**config.mk**
```make
export PLATFORM = sky130hd
export DESIGN_NAME = f_regfile_mp
export DESIGN_NICKNAME = d
export VERILOG_FILES = /design/src/rtl/f_regfile_pkg.sv /design/src/rtl/f_scoreboard.sv /design/src/rtl/f_regfile_mp.sv
export SDC_FILE = /design/constraint.sdc
export NUM_CORES = 2
export LEC_CHECK = 0
export CORE_MARGIN = 2
export CORE_UTILIZATION = 60
export CTS_CLUSTER_DIAMETER = 60
export CTS_CLUSTER_SIZE = 25
export DETAILED_ROUTE_END_ITERATION = 12
export PLACE_DENSITY = 0.84
export SYNTH_ARGS = -nofsm -noshare
export SYNTH_HDL_FRONTEND = slang
export SYNTH_SLANG_ARGS = --single-unit
```
**constraint.sdc**
```tcl
create_clock -name clk -period 47.4 [get_ports clk]
set_input_delay 7.11 -clock clk [delete_from_list [all_inputs] [get_ports clk]]
set_output_delay 7.11 -clock clk [all_outputs]
set_load 0.05 [all_outputs]
```
**src/rtl/f_regfile_pkg.sv**
```systemverilog
// Shared types for the floating-point register file: rounding modes,
// exception-flag bit positions and CSR field selectors.
package f_regfile_pkg;

  typedef enum logic [2:0] {
    RM_RNE = 3'b000,
    RM_RTZ = 3'b001,
    RM_RDN = 3'b010,
    RM_RUP = 3'b011,
    RM_RMM = 3'b100,
    RM_DYN = 3'b111
  } rm_e;

  localparam int FLAG_NX = 0;
  localparam int FLAG_UF = 1;
  localparam int FLAG_OF = 2;
  localparam int FLAG_DZ = 3;
  localparam int FLAG_NV = 4;

  typedef enum logic [1:0] {
    CSR_NONE   = 2'b00,
    CSR_FFLAGS = 2'b01,
    CSR_FRM    = 2'b10,
    CSR_FCSR   = 2'b11
  } csr_sel_e;

  // Encodings 101 and 110 are reserved in every context.
  function automatic logic rm_reserved(input logic [2:0] rm);
    return (rm == 3'b101) || (rm == 3'b110);
  endfunction

endpackage

```
**src/rtl/f_scoreboard.sv**
```systemverilog
// Pending-write tracking for the f registers and the resulting issue stall.
module f_scoreboard
  import f_regfile_pkg::*;
#(
  parameter int NREG = 32,
  parameter int NRP  = 3,
  parameter int AW   = (NREG > 1) ? $clog2(NREG) : 1
) (
  input  logic                    clk,
  input  logic                    rst,
  input  logic [NRP-1:0][AW-1:0]  rs_addr,
  input  logic                    wen,
  input  logic [AW-1:0]           rd,
  input  logic                    issue_valid,
  input  logic [AW-1:0]           issue_rd,
  output logic [NREG-1:0]         pending,
  output logic                    stall
);

  // A new issue to an index beats a same-cycle writeback to it.
  always_ff @(posedge clk or posedge rst) begin
    if (rst) begin
      pending <= '0;
    end else begin
      for (int i = 0; i < NREG; i++) begin
        if (issue_valid && (issue_rd == AW'(i)))
          pending[i] <= 1'b1;
        else if (wen && (rd == AW'(i)))
          pending[i] <= 1'b0;
      end
    end
  end

  // A writeback landing this cycle resolves the hazard through the bypass.
  always_comb begin
    stall = 1'b0;
    for (int p = 0; p < NRP; p++) begin
      if (pending[rs_addr[p]] && !(wen && (rd == rs_addr[p])))
        stall = 1'b1;
    end
    if (issue_valid && pending[issue_rd] && !(wen && (rd == issue_rd)))
      stall = 1'b1;
  end

endmodule

```
**src/rtl/f_regfile_mp.sv**
```systemverilog
// Multi-port floating-point register file with write-through bypass,
// pending-write scoreboard and fcsr (fflags/frm) with rounding-mode resolve.
module f_regfile_mp
  import f_regfile_pkg::*;
#(
  parameter int FLEN = 32,
  parameter int NREG = 32,
  parameter int NRP  = 3,
  parameter int AW   = (NREG > 1) ? $clog2(NREG) : 1
) (
  input  logic                      clk,
  input  logic                      rst,
  input  logic [NRP-1:0][AW-1:0]    rs_addr,
  output logic [NRP-1:0][FLEN-1:0]  rs_data,
  input  logic                      wen,
  input  logic [AW-1:0]             rd,
  input  logic [FLEN-1:0]           w_data,
  input  logic                      flags_valid,
  input  logic [4:0]                flags,
  input  logic                      issue_valid,
  input  logic [AW-1:0]             issue_rd,
  input  logic                      csr_wen,
  input  logic [1:0]                csr_sel,
  input  logic [7:0]                csr_wdata,
  output logic [7:0]                csr_rdata,
  input  logic [2:0]                inst_rm,
  output logic [2:0]                rm_eff,
  output logic                      rm_illegal,
  output logic                      stall
);

  logic [FLEN-1:0] regs [NREG];
  logic [2:0]      frm, frm_next;
  logic [4:0]      fflags, fflags_next;
  logic [NREG-1:0] pending;
  logic            csr_hits_flags;

  // issue_valid and wen carry no ready: the issuer must hold back while stall=1.
  f_scoreboard #(.NREG(NREG), .NRP(NRP), .AW(AW)) u_scoreboard (
    .clk         (clk),
    .rst         (rst),
    .rs_addr     (rs_addr),
    .wen         (wen),
    .rd          (rd),
    .issue_valid (issue_valid),
    .issue_rd    (issue_rd),
    .pending     (pending),
    .stall       (stall)
  );

  always_ff @(posedge clk or posedge rst) begin
    if (rst) begin
      for (int i = 0; i < NREG; i++) regs[i] <= '0;
    end else if (wen) begin
      regs[rd] <= w_data;
    end
  end

  always_comb begin
    for (int p = 0; p < NRP; p++) begin
      rs_data[p] = (wen && (rd == rs_addr[p])) ? w_data : regs[rs_addr[p]];
    end
  end

  assign csr_hits_flags = csr_wen &&
                          ((csr_sel == CSR_FFLAGS) || (csr_sel == CSR_FCSR));

  // FPU flags OR on top of any CSR write so a same-cycle exception is never lost.
  always_comb begin
    fflags_next = (csr_hits_flags ? csr_wdata[4:0] : fflags) |
                  (flags_valid ? flags : 5'b0);
    frm_next = frm;
    if (csr_wen && (csr_sel == CSR_FCSR))
      frm_next = csr_wdata[7:5];
    else if (csr_wen && (csr_sel == CSR_FRM))
      frm_next = csr_wdata[2:0];
  end

  always_ff @(posedge clk or posedge rst) begin
    if (rst) begin
      fflags <= '0;
      frm    <= '0;
    end else begin
      fflags <= fflags_next;
      frm    <= frm_next;
    end
  end

  assign csr_rdata  = {frm, fflags};
  assign rm_eff     = (inst_rm == RM_DYN) ? frm : inst_rm;
  assign rm_illegal = rm_reserved(inst_rm) ||
                      ((inst_rm == RM_DYN) && (rm_reserved(frm) || (frm == RM_DYN)));

endmodule
```
==> summary.txt <==
CTS
  • Num CTS Buffers: 83
  • Worst-path clk slew: 0.07 ns
  • Root Driver: clkbuf_16
  • CTS tree: built
  • Setup Buffers After CTS: 0
  • # resized after CTS: 0
  • Worst-Skew Late Latency: 0.67 ns
  • Deepest clock path buffer count: 3
  • CTS sink cnt: 1064
  • CTS H-tree lvls: 3
  • Hold_buf cts: 0

Final layout
  • Diodes inserted: 0
  • Layout cells sized above 1: 57.3%
  • Layout Area Growth over Synthesis: 8.23%
  • Fin util: 65.4%
  • # nets final: 4003

Synth
  • Post-synth EDFFs: 0
  • Primary FF master, synth: dfrtp_1
  • Synthesized area: 0.0658 sq mm
  • Top cells by count, synth: 1064 x dfrtp_1, 1024 x mux2_2, 994 x mux4_2
  • Fraction of registers with async set/reset: 100%
  • Distinct cells, synth: 44
  • Area leader, netlist: dfrtp_1
  • Main area contributors after synthesis: dfrtp_1 40%, mux4_2 34%, mux2_2 18%
  • Syn_nets: 4139
  • Mean post-synth cell area: 16.2 sq um
  • Most frequent cell after synthesis: dfrtp_1
  • Synth Register Bits: 1064
  • Yosys warns: 0
  • Syn Inst Count: 4058
  • Seq/Total Area, Yosys: 40.5%
  • Share of the synthesized area in the top cell type: 40.5%

Placement
  • Post-DP HPWL: 99.8 mm
  • Final RePlAce weighted congestion: 0.844
  • I/O Buffers: 189

Floorplanning
  • Total die area: 0.112 sq mm
  • Area of the core: 0.109 sq mm
  • # rows: 121
  • Die X: 335 um
  • Num ports: 190
  • Starting density of the core: 60.5%
  • Chip height: 335 um

STA
  • Period Utilization, post-route: 40.1%
  • Max Slew Vio Count: 0
  • Setup-failing EPs final: 0
  • Unrepaired setup endpoints after global routing: false
  • Clk_skew: 0 ns
  • Max Clk Rate: 52.6 MHz
  • Setup TNS: 0 ns
  • Period minus WS final: 19.01 ns
  • Max transition margin: 12.8%
  • Fin. Hold Viols: 0
  • Worst slew pin tran: 1.31 ns

Routing
  • Post-route ant nets: 0
  • Initial DRC count: 5495
  • Overall routed net length: 189 mm
  • Vias: 41900
  • DR pass1 iterations: 5
  • Residual DRC: 0
  • WL/cell: 35.0 um
  • Mean number of vias per cell: 7.76

Worst setup path
  • Crit path required time: 40.29 ns
  • Worst EP arrival: 11.90 ns
  • Max Fanout on Critical Path: 86
  • Critical path class: input port to primary output
  • Startpoint types: input port
  • Critical Path End Type: primary output
  • Reg2Reg Depth: 1

Status
  • Status: completed

GRT
  • Total GRT Usage: 34.5%
  • Largest net degree at the start of global routing: 170
  • Initial antenna violation count: 2
  • First-pass GRT wire length: 285 mm
  • Congestion Overflow GR: 0
  • Via count of the first global-routing pass: 43300

Hold path
  • Worst Hold Class: flip-flop to flip-flop
  • Hold depth: 1

Power
  • PwrDens: 41.0 mW/mm^2
  • Leakage: 29.1 nW
  • Max VDD drop: 0.0000281 V

Job
  • MaxCap Viol Count: 0
-- cells by family after synthesis --
family / count (synthesis) / synth area share, %
buffers and inverters: 483 / 3.29
XOR/XNOR: 20 / 0.266
AND/OR/NAND/NOR: 208 / 1.41
AO/OA/AOI/OAI: 155 / 1.37
multiplexers: 2128 / 53.2
flip-flops: 1064 / 40.5
-- power by group --
group	internal (W)	switching (W)
logic	0.000506	0.000364
clock network	0.000382	0.000406
registers	0.00109	0.000175
-- path summary, 6_finish.rpt --
path | slack, ns | from | end
max in group asynchronous | 36.44 | rst | regs[84]$_DFFE_PP0P_
setup / recovery | 28.39 | rs_addr[1] | rs_data[2]
hold reg to reg | 0.52 | fflags[0]$_DFF_PP0_ | fflags[0]$_DFF_PP0_
min in group asynchronous | 6.96 | rst | fflags[0]$_DFF_PP0_
hold / removal | 0.52 | fflags[0]$_DFF_PP0_ | fflags[0]$_DFF_PP0_
setup reg to reg | 46.56 | regs[253]$_DFFE_PP0P_ | regs[253]$_DFFE_PP0P_
-- cell usage in the layout (no fill, tap or decap), types with 13 or more instances in the layout --
master           count
inv_8               13
mux4_2             994
dfrtp_1           1064
nor2_1              13
clkinv_8            22
buf_4               65
o21ai_0             61
nand2_1            113
inv_6               14
clkdlybuf4s50_1    174
o21ai_1             54
mux2_2            1024
clkbuf_16           83
nand2_4             14
mux2i_1            110
-- sequential cells by signal, indices dropped and copies added, names as in the netlist --
name	count
regs	1024
u_scoreboard.pending	32
fflags	5
frm	3
-- worst max-delay path: stages --
cell and delay, ns:
buf_8 0.56, buf_4 0.83, buf_4 1.02, mux4_2 0.44, mux4_2 0.47, mux2i_1 0.42
o21ai_1 0.17, clkdlybuf4s50_1 0.78
-- area by class of cell --
class	instances	area [sq um]
multi-input cells	2511	37300
well taps	1414	1770
repair buffers	251	2410
fillers	7099	37600
clock inverters	69	980
clock buffers	87	2100
flip-flops and latches	1064	26600
inverters	11	48.8
-- per-stage QoR --
| step | cell area [sq um] | setup WS, ns | cells | hold slack (ns) | total power (W) |
|---|---|---|---|---|---|
| 6_report | 71200 | 28.39 | 5407 | 0.520 | 0.00292 |
| 3_3_place_gp | 68200 | 28.46 | 5251 | 0.498 | 0.00209 |
| 5_1_grt | 71200 | 28.36 | 5407 | 0.540 | 0.00302 |
| 2_1_floorplan | 65800 | 10.34 | 4058 | 0.494 | 0.00190 |
| 3_5_place_dp | 68200 | 28.42 | 5251 | 0.498 | 0.00213 |
| 4_1_cts | 71200 | 28.41 | 5407 | 0.525 | 0.00291 |
-- per-layer routing --
metal | up-vias | track usage, % | wire [um]
met5 | - | 0 | 23
met4 | 4 | 17.8 | 11200
met3 | 624 | 8.29 | 21200
met2 | 2779 | 52.8 | 88600
met1 | 22400 | 46.7 | 68000
li1 | 16100 | - | -
(Power assumes the default switching activity.)
